<file path="config.mk">
export PLATFORM = sky130hd
export DESIGN_NAME = alu_result_serializer
export DESIGN_NICKNAME = d
export VERILOG_FILES = /design/src/rtl/alu_vec_pkg.sv /design/src/rtl/lane_prio_enc.sv /design/src/rtl/alu_result_serializer.sv
export SDC_FILE = /design/constraint.sdc
export NUM_CORES = 1
export LEC_CHECK = 0
export BUFFER_PORTS_ARGS = -buffer_cell sky130_fd_sc_hd__buf_2
export CAP_MARGIN = 15
export CORE_AREA = 2 2 73 75
export CTS_BUF_LIST = sky130_fd_sc_hd__clkbuf_8
export DETAILED_ROUTE_END_ITERATION = 8
export DIE_AREA = 0 0 75 77
export PLACE_DENSITY = 0.72
export SLEW_MARGIN = 20
export SYNTH_ARGS = -nofsm -noshare
export SYNTH_HDL_FRONTEND = slang
export SYNTH_SLANG_ARGS = --single-unit
</file>
<file path="constraint.sdc">
create_clock -name clk -period 1.7 [get_ports clk]
set_input_delay 0.425 -clock clk [delete_from_list [all_inputs] [get_ports clk]]
set_output_delay 0.425 -clock clk [all_outputs]
set_load 0.02 [all_outputs]
</file>
<file path="src/rtl/alu_vec_pkg.sv">
// Shared types and defaults for the vector ALU result path.
package alu_vec_pkg;

  localparam int N_LANES_DEF = 4;
  localparam int RES_W_DEF   = 8;

  // Comparison/carry flags captured alongside a result vector.
  typedef struct packed {
    logic carry;
    logic gt;
    logic eq;
    logic lt;
  } flags_t;

  // Serializer control states.
  typedef enum logic {
    IDLE = 1'b0,
    SEND = 1'b1
  } state_t;

endpackage

</file>
<file path="src/rtl/lane_prio_enc.sv">
// Lowest-set-bit priority encoder over the pending lane mask.
module lane_prio_enc
  import alu_vec_pkg::*;
#(
  parameter int N_LANES = N_LANES_DEF,
  localparam int LANE_W = $clog2(N_LANES)
) (
  input  logic [N_LANES-1:0] mask,
  output logic [LANE_W-1:0]  idx,
  output logic               any_set,
  output logic               single
);

  // Scan from the top down so the lowest set bit wins; flag one-hot masks.
  always_comb begin
    idx = LANE_W'(0);
    for (int i = N_LANES - 1; i >= 0; i--) begin
      idx = mask[i] ? LANE_W'(i) : idx;
    end
    any_set = |mask;
    single  = any_set && ((mask & (mask - N_LANES'(1))) == N_LANES'(0));
  end

endmodule

</file>
<file path="src/rtl/alu_result_serializer.sv">
// Captures one ALU result vector and streams its enabled lanes, one per
// beat, in ascending lane order over a valid/ready handshake.
module alu_result_serializer
  import alu_vec_pkg::*;
#(
  parameter int N_LANES = N_LANES_DEF,
  parameter int RES_W   = RES_W_DEF,
  localparam int LANE_W = $clog2(N_LANES)
) (
  input  logic                     clk,
  input  logic                     arst,
  input  logic                     load_valid,
  output logic                     load_ready,
  input  logic [N_LANES*RES_W-1:0] res_vec,
  input  logic [N_LANES-1:0]       lane_en,
  input  logic [3:0]               flags_in,
  output logic                     out_valid,
  input  logic                     out_ready,
  output logic [RES_W-1:0]         out_data,
  output logic [LANE_W-1:0]        out_lane,
  output logic                     out_last,
  output logic [3:0]               out_flags,
  output logic                     empty_drop
);

  state_t                   state_r;
  logic [N_LANES-1:0]       pend_r;
  logic [N_LANES*RES_W-1:0] vec_r;
  flags_t                   flags_r;

  logic                     load_s;
  logic                     take_s;
  logic                     drop_s;
  logic [N_LANES-1:0]       pend_nxt_s;
  logic [N_LANES*RES_W-1:0] vec_nxt_s;
  flags_t                   flags_nxt_s;
  logic [LANE_W-1:0]        enc_idx_s;
  logic                     enc_any_s;
  logic                     enc_single_s;
  logic [RES_W-1:0]         data_nxt_s;

  // Next-state of the capture registers and pending mask: load only in IDLE,
  // retire the presented lane only on a handshake in SEND.
  always_comb begin
    load_s      = 1'b0;
    take_s      = 1'b0;
    pend_nxt_s  = pend_r;
    vec_nxt_s   = vec_r;
    flags_nxt_s = flags_r;
    case (state_r)
      IDLE: begin
        load_s = load_valid;
        if (load_valid) begin
          pend_nxt_s  = lane_en;
          vec_nxt_s   = res_vec;
          flags_nxt_s = flags_t'(flags_in);
        end else begin
          pend_nxt_s  = pend_r;
        end
      end
      SEND: begin
        take_s = out_ready;
        if (out_ready) begin
          pend_nxt_s = pend_r & ~(N_LANES'(1) << out_lane);
        end else begin
          pend_nxt_s = pend_r;
        end
      end
      default: begin
        pend_nxt_s = N_LANES'(0);
      end
    endcase
    drop_s = load_s && (lane_en == N_LANES'(0));
  end

  // Pick the next lane to present from the upcoming pending mask so the
  // outputs can be registered without an extra cycle of latency.
  lane_prio_enc #(.N_LANES(N_LANES)) u_enc (
    .mask    (pend_nxt_s),
    .idx     (enc_idx_s),
    .any_set (enc_any_s),
    .single  (enc_single_s)
  );

  // Select the result field for the upcoming lane.
  always_comb begin
    data_nxt_s = vec_nxt_s[enc_idx_s*RES_W +: RES_W];
  end

  // State, capture registers and registered stream outputs; reset drops any
  // partially drained vector at once.
  always_ff @(posedge clk or negedge arst) begin
    if (!arst) begin
      state_r    <= IDLE;
      pend_r     <= N_LANES'(0);
      vec_r      <= (N_LANES*RES_W)'(0);
      flags_r    <= 4'b0000;
      out_valid  <= 1'b0;
      out_data   <= RES_W'(0);
      out_lane   <= LANE_W'(0);
      out_last   <= 1'b0;
      out_flags  <= 4'b0000;
      empty_drop <= 1'b0;
      load_ready <= 1'b1;
    end else begin
      state_r    <= enc_any_s ? SEND : IDLE;
      pend_r     <= pend_nxt_s;
      vec_r      <= vec_nxt_s;
      flags_r    <= flags_nxt_s;
      out_valid  <= enc_any_s;
      out_data   <= enc_any_s ? data_nxt_s : RES_W'(0);
      out_lane   <= enc_idx_s;
      out_last   <= enc_single_s;
      out_flags  <= flags_nxt_s;
      empty_drop <= drop_s;
      load_ready <= !enc_any_s;
    end
  end

endmodule

</file>
==> flow_summary.yaml, run 1 <==
placement:
  dpl.cell_count: 306
  gp_congestion: 0.800
  hpwl_um: 3480
  place.port_buffers: 61
setup_path:
  cp-start-kind: "flop"
  worstPathRequired_ns: 1.93
  reg2reg_from: "out_lane[1]"
  path_max_fanout: 5
  rr_endpoint: "out_data[1]"
  regToRegSetupSlack_ns: -0.06
  crit_path_end_kind: "flop"
  crit_type: "reg2reg"
  r2r_cells: 6
  arrival_ns: 1.99
grt:
  grt_max_degree: 29
  grt_antenna_before_repair: 0
  grt-ovfl-total: 0
  grt_pass1_wl_um: 7800
  track_usage_pct: 18.0
  grt_pass1_vias: 1687
cts:
  clk_latency_ns: 0.30
  cts-root-buf: "clkbuf_8"
  cts_max_level: 2
  cts.sinks: 54
  cts_tree: "built"
  clk_path_buf_depth: 2
  clk_pin_slew_worst_paths_ns: 0.09
  cts_buffers: 5
routing:
  routed.top_layer: "met4"
  drc: 0
  drt_iter0_drc: 69
  route.vias.total: 1601
  wl_um: 4720
  wl_met3_um: 307
  dr.pass1.iters: 4
  met2_wirelength_um: 2250
  wl_per_cell_um: 14.9
  vias_per_cell: 5.07
  ant_nets: 0
  wl_met1_um: 2120
timing:
  finalCritPeriodShare_pct: 103
  rsz0062_at_grt: "yes"
  finalHoldViolCount: 0
  layout_setup_ws_ns: -0.0562
  tns_ns: -0.279
  clock.fmax_mhz: 569
  slew_headroom_pct: 70.7
  finalSetupViolations: 9
  timing.hold.ws_ns: 0.0482
  finalCriticalPeriod_ns: 1.76
  slew_viol_final: 0
  tightest_slew_ns: 0.440
  skew_ns: 0.00820
final_layout:
  syn_to_final_growth_pct: 31.8
  drive_gt1_share_pct: 58.9
  final_util_pct: 59.3
  fin_nets: 289
  stdcell_count: 316
  antennaDiodeCount: 0
synth:
  syn_nets: 211
  ys_types: 35
  syn_inst: 167
  synth_commonest_cells: "dfrtp_1 (53), mux2_2 (36), a22oi_1 (16), o21ai_1 (8)"
  async_flop_share_pct: 100
  avgSynthCellArea_um2: 13.4
  synth_top_area_cell: "dfrtp_1"
  post-synth-top-count-cell: "dfrtp_1"
  synth_top_flop_cell: "dfrtp_1"
  yosysSeqAreaShare_pct: 60.5
  synth_area_mm2: 0.00224
  synthTopCellsByArea: "dfrtp_1 (59%), mux2_2 (18%), a22oi_1 (5.4%)"
  yosys_warnings: 0
  netlist.area_leader.share_pct: 59.3
  synth_edf_count: 0
  synth-seq-cells: 54
power:
  power_density_mw_per_mm2: 1890
  vdd_drop_max_mv: 0.908
  p_leak_nw: 1.38
status:
  violations: "negative setup slack"
  status: "complete, but fails checks"
floorplanning:
  coreArea_mm2: 0.00498
  rows: 26
  die_h_um: 77
  ios: 62
  dieArea_mm2: 0.00578
  die_x_um: 75
  initial_core_util_pct: 44.9
worst_hold_path:
  hold_class: "in2async"
flow_run:
  max_cap_viol_count: 0
==> metrics by stage <==
stage	instance area (µm²)	worst slack [ns]	power (mW)
after floorplan	2240	-0.119	3.72
after global placement	2750	-0.282	4.49
after detailed placement	2750	-0.309	4.56
after CTS	2920	-0.0629	5.51
after global routing	2950	-0.111	5.98
final	2950	-0.0562	5.59
==> power by group <==
group          switching, mW  internal [mW]  leakage [nW]  total (mW)
Sequential             0.216           1.91         0.650        2.12
Combinational           1.42           1.33         0.680        2.76
Clock                  0.382          0.323        0.0524       0.705
Total                   2.02           3.57          1.38        5.59
==> timing repair <==
action	CTS	global route
setup endpoints to repair	10	10
hold buffers	0	0
pin swaps	11	5
buffers inserted	1	0
gates cloned	1	0
resized for setup	15	9
==> kinds of logic after synthesis <==
| logic type | synth area share (%) |
|---|---|
| flip-flops | 60.5 |
| multiplexers | 19.5 |
| AO/OA/AOI/OAI | 10.8 |
| AND/OR/NAND/NOR | 5.65 |
| buffers and inverters | 3.24 |
| XOR/XNOR | 0.392 |
==> sequential cells by signal, indices dropped and copies added, names as in the netlist <==
| register | flops |
|---|---|
| out_lane | 2 |
| empty_drop | 1 |
| out_valid | 1 |
| pend_r | 4 |
| out_last | 1 |
| flags_r | 1 |
| out_flags | 3 |
| vec_r | 32 |
| load_ready | 1 |
| out_data | 8 |
==> critical path, cell delays in order, from the launching register on <==
cell and delay (ns):
dfrtp_1 0.39, or3b_1 0.39, a21boi_2 0.15, or2_4 0.15
inv_4 0.04, or3_4 0.41, o21ai_1 0.14
==> placed cells by master, fill, tap and decap left out, types with 2 or more instances in the layout <==
cell type,Yosys,routed
a211oi_1,2,2
a22oi_1,16,10
a22oi_2,0,6
and3_1,2,2
buf_12,0,3
buf_2,4,61
buf_4,1,12
buf_6,1,2
clkbuf_8,0,6
dfrtp_1,53,51
dfrtp_2,0,2
inv_1,4,5
mux2_2,36,36
mux2i_1,3,3
nand2_1,5,5
nor2_1,5,4
nor3_1,2,2
o21ai_1,8,2
o21ai_2,0,6
or3_4,0,2
==> layer usage <==
metal	vias up	global-route usage, %
li1	756	-
met1	784	23.2
met2	57	29.2
met3	4	5.78
met4	0	4.29
met5	-	0
==> layout make-up <==
| class | count | area [µm²] |
|---|---|---|
| repair buffers | 79 | 493 |
| fillers | 414 | 2030 |
| inverters | 6 | 25.0 |
| well taps | 70 | 87.6 |
| multi-input cells | 99 | 897 |
| clock inverters | 2 | 8.76 |
| flip-flops and latches | 54 | 1360 |
| clock buffers | 6 | 82.6 |
==> how the worst max path moves through the flow <==
stage                      from           to  slack, ns  depth (start not counted)
floorplan           out_lane[0]  out_data[0]      -0.12                          7
global placement      out_ready  out_data[5]      -0.28                          7
detailed placement    out_ready  out_data[1]      -0.31                          7
CTS                 out_lane[1]  out_data[3]      -0.06                          6
global route        out_lane[1]     out_last      -0.11                          7
finish              out_lane[1]  out_data[1]      -0.06                          6
Power figures use the tool's default switching activity.
==> run 2: changes to the inputs <==
--- a/config.mk
+++ b/config.mk
@@ -13,2 +13,3 @@
 export DIE_AREA = 0 0 75 77
+export MAX_ROUTING_LAYER = met4
 export PLACE_DENSITY = 0.72
--- a/constraint.sdc
+++ b/constraint.sdc
@@ -3,2 +3,2 @@
 set_output_delay 0.425 -clock clk [all_outputs]
-set_load 0.02 [all_outputs]
+set_load 0.05 [all_outputs]
==> run 2 against run 1 <==
The run still ends with negative setup slack left. Die area stayed put. Total power is 7.0% higher. Cell area is 0.13% higher. Clock power is 2% higher.
==> flow_summary.yaml, run 2 (synthesized netlist as in run 1, its figures left out) <==
power:
  seqPwrFrac_pct: 35.5
  p_sw_share_pct: 40.4
  power_switching_mw: 2.42
  vdd_drop_max_mv: 1.03
  p_comb_share_pct: 52.5
  p_int_mw: 3.56
  power_density_mw_per_mm2: 2020
  clkPwrFrac_pct: 12.0
  power_mw: 5.97
  p_leak_nw: 1.39
routing:
  route.vias.total: 1629
  wl_per_cell_um: 15.2
  dr.pass1.iters: 4
  wl_um: 4810
  ant_nets: 0
  vias_per_cell: 5.14
  drt_iter0_drc: 62
  drc: 0
final_layout:
  reg_top3: "vec_r x32, out_data x8, pend_r x4"
  top_register: "vec_r"
  antennaDiodeCount: 0
  final_cell_mix: "buf_2 (61), dfrtp_1 (50), mux2_2 (36), a22oi_1 (14), buf_4 (14)"
  layout.cells.most_common: "buf_2"
  syn_to_final_growth_pct: 32.0
  largest_reg_flops: 32
  fin_nets: 290
  drive_gt1_share_pct: 58.7
placement:
  hpwl_um: 3340
  post-place-ws_ns: -0.296
  gp_congestion: 0.856
  place.port_buffers: 61
setup_path:
  path_max_fanout: 5
  path_depth: 6
  slowest_stage: "or3_4"
  worstPathRequired_ns: 1.94
  reg2reg_from: "out_lane[0]"
  slowest_delay_ns: 0.43
  path_cells: "or3b_4 -> a21boi_2 -> or2_4 -> inv_4 -> or3_4 -> o21ai_1"
  crit_path_end_kind: "flop"
  arrival_ns: 2.02
  crit_type: "reg2reg"
  r2r_cells: 6
  cp_top_family: "simple AND/OR/NAND/NOR gates"
  cp_num_buf_inv: 1
  cp-start-kind: "flop"
  crit_path_start: "out_lane[0]"
floorplanning:
  die_x_um: 75
  ios: 62
  initial_core_util_pct: 44.9
  coreArea_mm2: 0.00498
  rows: 26
  die_h_um: 77
  dieArea_mm2: 0.00578
timing:
  finalSetupViolations: 9
  tightest_slew_ns: 0.425
  skew_ns: 0.00326
  slew_viol_final: 0
  rsz0062_at_grt: "yes"
  clock.fmax_mhz: 562
  finalHoldViolCount: 0
  slew_headroom_pct: 71.7
  layout_setup_ws_ns: -0.0781
  finalCritPeriodShare_pct: 105
  finalCriticalPeriod_ns: 1.78
  tns_ns: -0.474
cts:
  clk_path_buf_depth: 2
  clk_pin_slew_worst_paths_ns: 0.09
  cts_hold_buf: 0
  cts_max_level: 2
  clk_latency_ns: 0.31
  cts_buffers: 5
  cts_tree: "built"
  cts.sinks: 54
  cts-root-buf: "clkbuf_8"
grt:
  grt.busiest_layer: "met2"
  track_usage_pct: 17.6
  use_met2_pct: 25.4
  grt_antenna_before_repair: 0
  grt-ovfl-total: 0
  grt_pass1_wl_um: 7400
  grt_max_degree: 34
  grt_pass1_vias: 1596
  use_met3_pct: 3.68
  use_met1_pct: 23.9
flow_run:
  max_cap_viol_count: 0
worst_hold_path:
  hold_class: "in2async"
status:
  status: "complete, but fails checks"
  violations: "negative setup slack"
run 2: routing by layer:
metal	vias to the layer above	routed length [µm]
met1	801	2180
met3	10	270
met4	0	95
met5	-	0
met2	61	2270
li1	757	-
run 2: metrics by stage:
stage          hold WS, ns  area [µm²]  instances  util (%)
6_report            0.0443        2950        317      59.3
5_1_grt             0.0551        2950        317      59.3
4_1_cts             0.0439        2880        316      57.9
3_5_place_dp         0.386        2750        306      55.3
3_3_place_gp         0.375        2750        306      55.3
2_1_floorplan        0.129        2240        167         -
run 2: final timing paths:
kind / end / slack, ns
hold / removal: out_flags[2] / 0.04
setup / recovery: out_data[4] / -0.08
hold reg to reg: vec_r[23] / 0.50
max in group asynchronous: vec_r[24] / 1.05
min in group clk: empty_drop / 0.29
setup reg to reg: out_data[4] / -0.08
run 2: area by class of cell:
| cell class | count | area [µm²] |
|---|---|---|
| clock buffers | 6 | 82.6 |
| fillers | 417 | 2020 |
| flip-flops and latches | 54 | 1360 |
| well taps | 70 | 87.6 |
| clock inverters | 2 | 8.76 |
| inverters | 6 | 25.0 |
| multi-input cells | 99 | 886 |
| repair buffers | 80 | 507 |
run 2: power by group through the flow:
| stage | clock network, mW | logic [mW] | registers [mW] |
|---|---|---|---|
| 3_5_place_dp | 0 | 2.82 | 2.14 |
| 5_1_grt | 0.788 | 3.38 | 2.18 |
| 6_report | 0.718 | 3.14 | 2.12 |
| 2_1_floorplan | 0 | 1.41 | 2.72 |
| 3_3_place_gp | 0 | 2.78 | 2.12 |
| 4_1_cts | 0.742 | 2.98 | 2.12 |
run 2: what timing repair did:
item / 4_1_cts / 5_1_grt
pin swaps: 2 / 12
endpoints found under the setup margin: 10 / 10
gates cloned: 1 / 1
resized for setup: 7 / 12
buffers inserted: 1 / 0
==> run 3: changes to the inputs <==
Settings changed: CORE_AREA 2 2 73 75 to 2 2 72 74, DIE_AREA 0 0 75 77 to 0 0 74 76, PLACE_DENSITY 0.72 to 0.74.
==> run 3 against run 2 <==
The run still ends with negative setup slack left. Clock power is 16% higher. Wire length is 0.23% lower. Sequential cell count did not move. Clock-buffer cell count shrank 1. Critical path depth unchanged.
==> flow_summary.yaml, run 3 (synthesized netlist as in run 1, its figures left out) <==
power:
  vdd_drop_max_mv: 1.04
  p_leak_nw: 1.40
  power_density_mw_per_mm2: 2060
  power_mw: 6.08
cts:
  clk_path_buf_depth: 2
  cts_max_level: 2
  cts_tree: "built"
  clk_latency_ns: 0.30
  cts-root-buf: "clkbuf_8"
  cts_buffers: 5
  clk_pin_slew_worst_paths_ns: 0.09
  cts.sinks: 54
routing:
  wl_per_cell_um: 15.0
  wl_um: 4800
  drc: 0
  route.vias.total: 1612
  dr.pass1.iters: 4
  vias_per_cell: 5.04
  drt_iter0_drc: 91
  ant_nets: 0
setup_path:
  r2r_cells: 6
  cp-start-kind: "flop"
  reg2reg_from: "out_lane[1]"
  arrival_ns: 2.04
  crit_type: "reg2reg"
  regToRegSetupSlack_ns: -0.11
  path_max_fanout: 5
  worstPathRequired_ns: 1.93
  slowest_stage: "or3_4"
  slowest_delay_ns: 0.43
  rr_endpoint: "out_data[3]"
  crit_path_end_kind: "flop"
  path_cells: "or3b_4 -> a21boi_2 -> or2_4 -> inv_4 -> or3_4 -> o21ai_2"
placement:
  dpl.cell_count: 310
  dpl-instance-area_mm2: 0.00277
  post-place-ws_ns: -0.332
  place.port_buffers: 61
  gp_congestion: 0.865
  hpwl_um: 3560
timing:
  tns_ns: -0.742
  layout_setup_ws_ns: -0.112
  finalCriticalPeriod_ns: 1.81
  tightest_slew_ns: 0.372
  skew_ns: 0.00450
  finalCritPeriodShare_pct: 107
  slew_headroom_pct: 75.2
  finalSetupViolations: 9
  rsz0062_at_grt: "yes"
  clock.fmax_mhz: 552
  finalHoldViolCount: 0
  slew_viol_final: 0
grt:
  track_usage_pct: 18.7
  grt_pass1_vias: 1703
  grt_max_degree: 20
  grt-ovfl-total: 0
  grt_pass1_wl_um: 7930
  grt_antenna_before_repair: 0
floorplanning:
  dieArea_mm2: 0.00562
  coreArea_mm2: 0.00491
  die_x_um: 74
  ios: 62
  rows: 26
  initial_core_util_pct: 45.5
  die_h_um: 76
final_layout:
  final_cell_mix: "buf_2 (61), dfrtp_1 (50), mux2_2 (36), buf_4 (18), a22oi_1 (16)"
  largest_reg_flops: 32
  drive_gt1_share_pct: 59.2
  syn_to_final_growth_pct: 32.2
  layout.cells.most_common: "buf_2"
  antennaDiodeCount: 0
  top_register: "vec_r"
  final_cell_area_mm2: 0.00296
  stdcell_count: 320
  reg_top3: "vec_r x32, out_data x8, pend_r x4"
  fin_nets: 293
worst_hold_path:
  hold_class: "in2async"
flow_run:
  max_cap_viol_count: 0
status:
  status: "complete, but fails checks"
  violations: "negative setup slack"
## run 3: cell count changes in the layout (fill, tap and decap cells not counted), moves of 2 or more
cell,previous run,this run
o21ai_2,5,7
buf_4,14,18
a22oi_1,14,16
o21ai_1,3,1
a22oi_2,2,0
## run 3: layout make-up
type	count	area [µm²]
well taps	70	87.6
clock inverters	3	40.0
repair buffers	83	507
multi-input cells	99	873
flip-flops and latches	54	1360
fillers	396	1950
clock buffers	5	68.8
inverters	6	25.0
## run 3: per-layer routing
layer  track usage, %  part of all wire (%)  vias up
li1                 -                     -      766
met4             2.73                  0.46        0
met2             29.4                    51       55
met3             4.10                   5.4        5
met5                -                     0        -
met1             25.7                    44      786
## run 3: worst max-delay path by stage
stage               cells past startpoint     endpoint  slack, ns        start
floorplan                               7  out_data[0]      -0.19  out_lane[1]
detailed placement                      7  out_data[0]      -0.33    out_ready
global route                            6  out_data[3]      -0.16  out_lane[1]
finish                                  6  out_data[3]      -0.11  out_lane[1]
global placement                        7  out_data[3]      -0.26    out_ready
CTS                                     6  out_data[0]      -0.08  out_lane[1]
## run 3: stage by stage
step                      hold slack [ns]  util [%]
after floorplan                     0.129         -
after global placement              0.355      56.4
after detailed placement            0.358      56.4
after CTS                          0.0295      59.0
after global routing               0.0267      60.2
final                              0.0165      60.2
## run 3: critical path, delay by kind of cell (launching register included)
family                 cells  cell delay (ns)
DFF                        1             0.41
and+or+nand+nor            3             0.98
buffers and inverters      1             0.04
AOI/OAI and AO/OA          2             0.31
## run 3: power breakdown
part	internal, mW	switching [mW]	leakage [nW]	total [mW]
clock network	0.434	0.397	0.0579	0.831
logic	1.32	1.81	0.692	3.13
registers	1.91	0.215	0.649	2.12
## run 3: what timing repair did
action	4_1_cts	5_1_grt
setup buffers	0	1
cloned	0	1
pin swaps	0	13
endpoints found under the setup margin	10	10
gates resized for setup	5	14
hold buffers	0	0
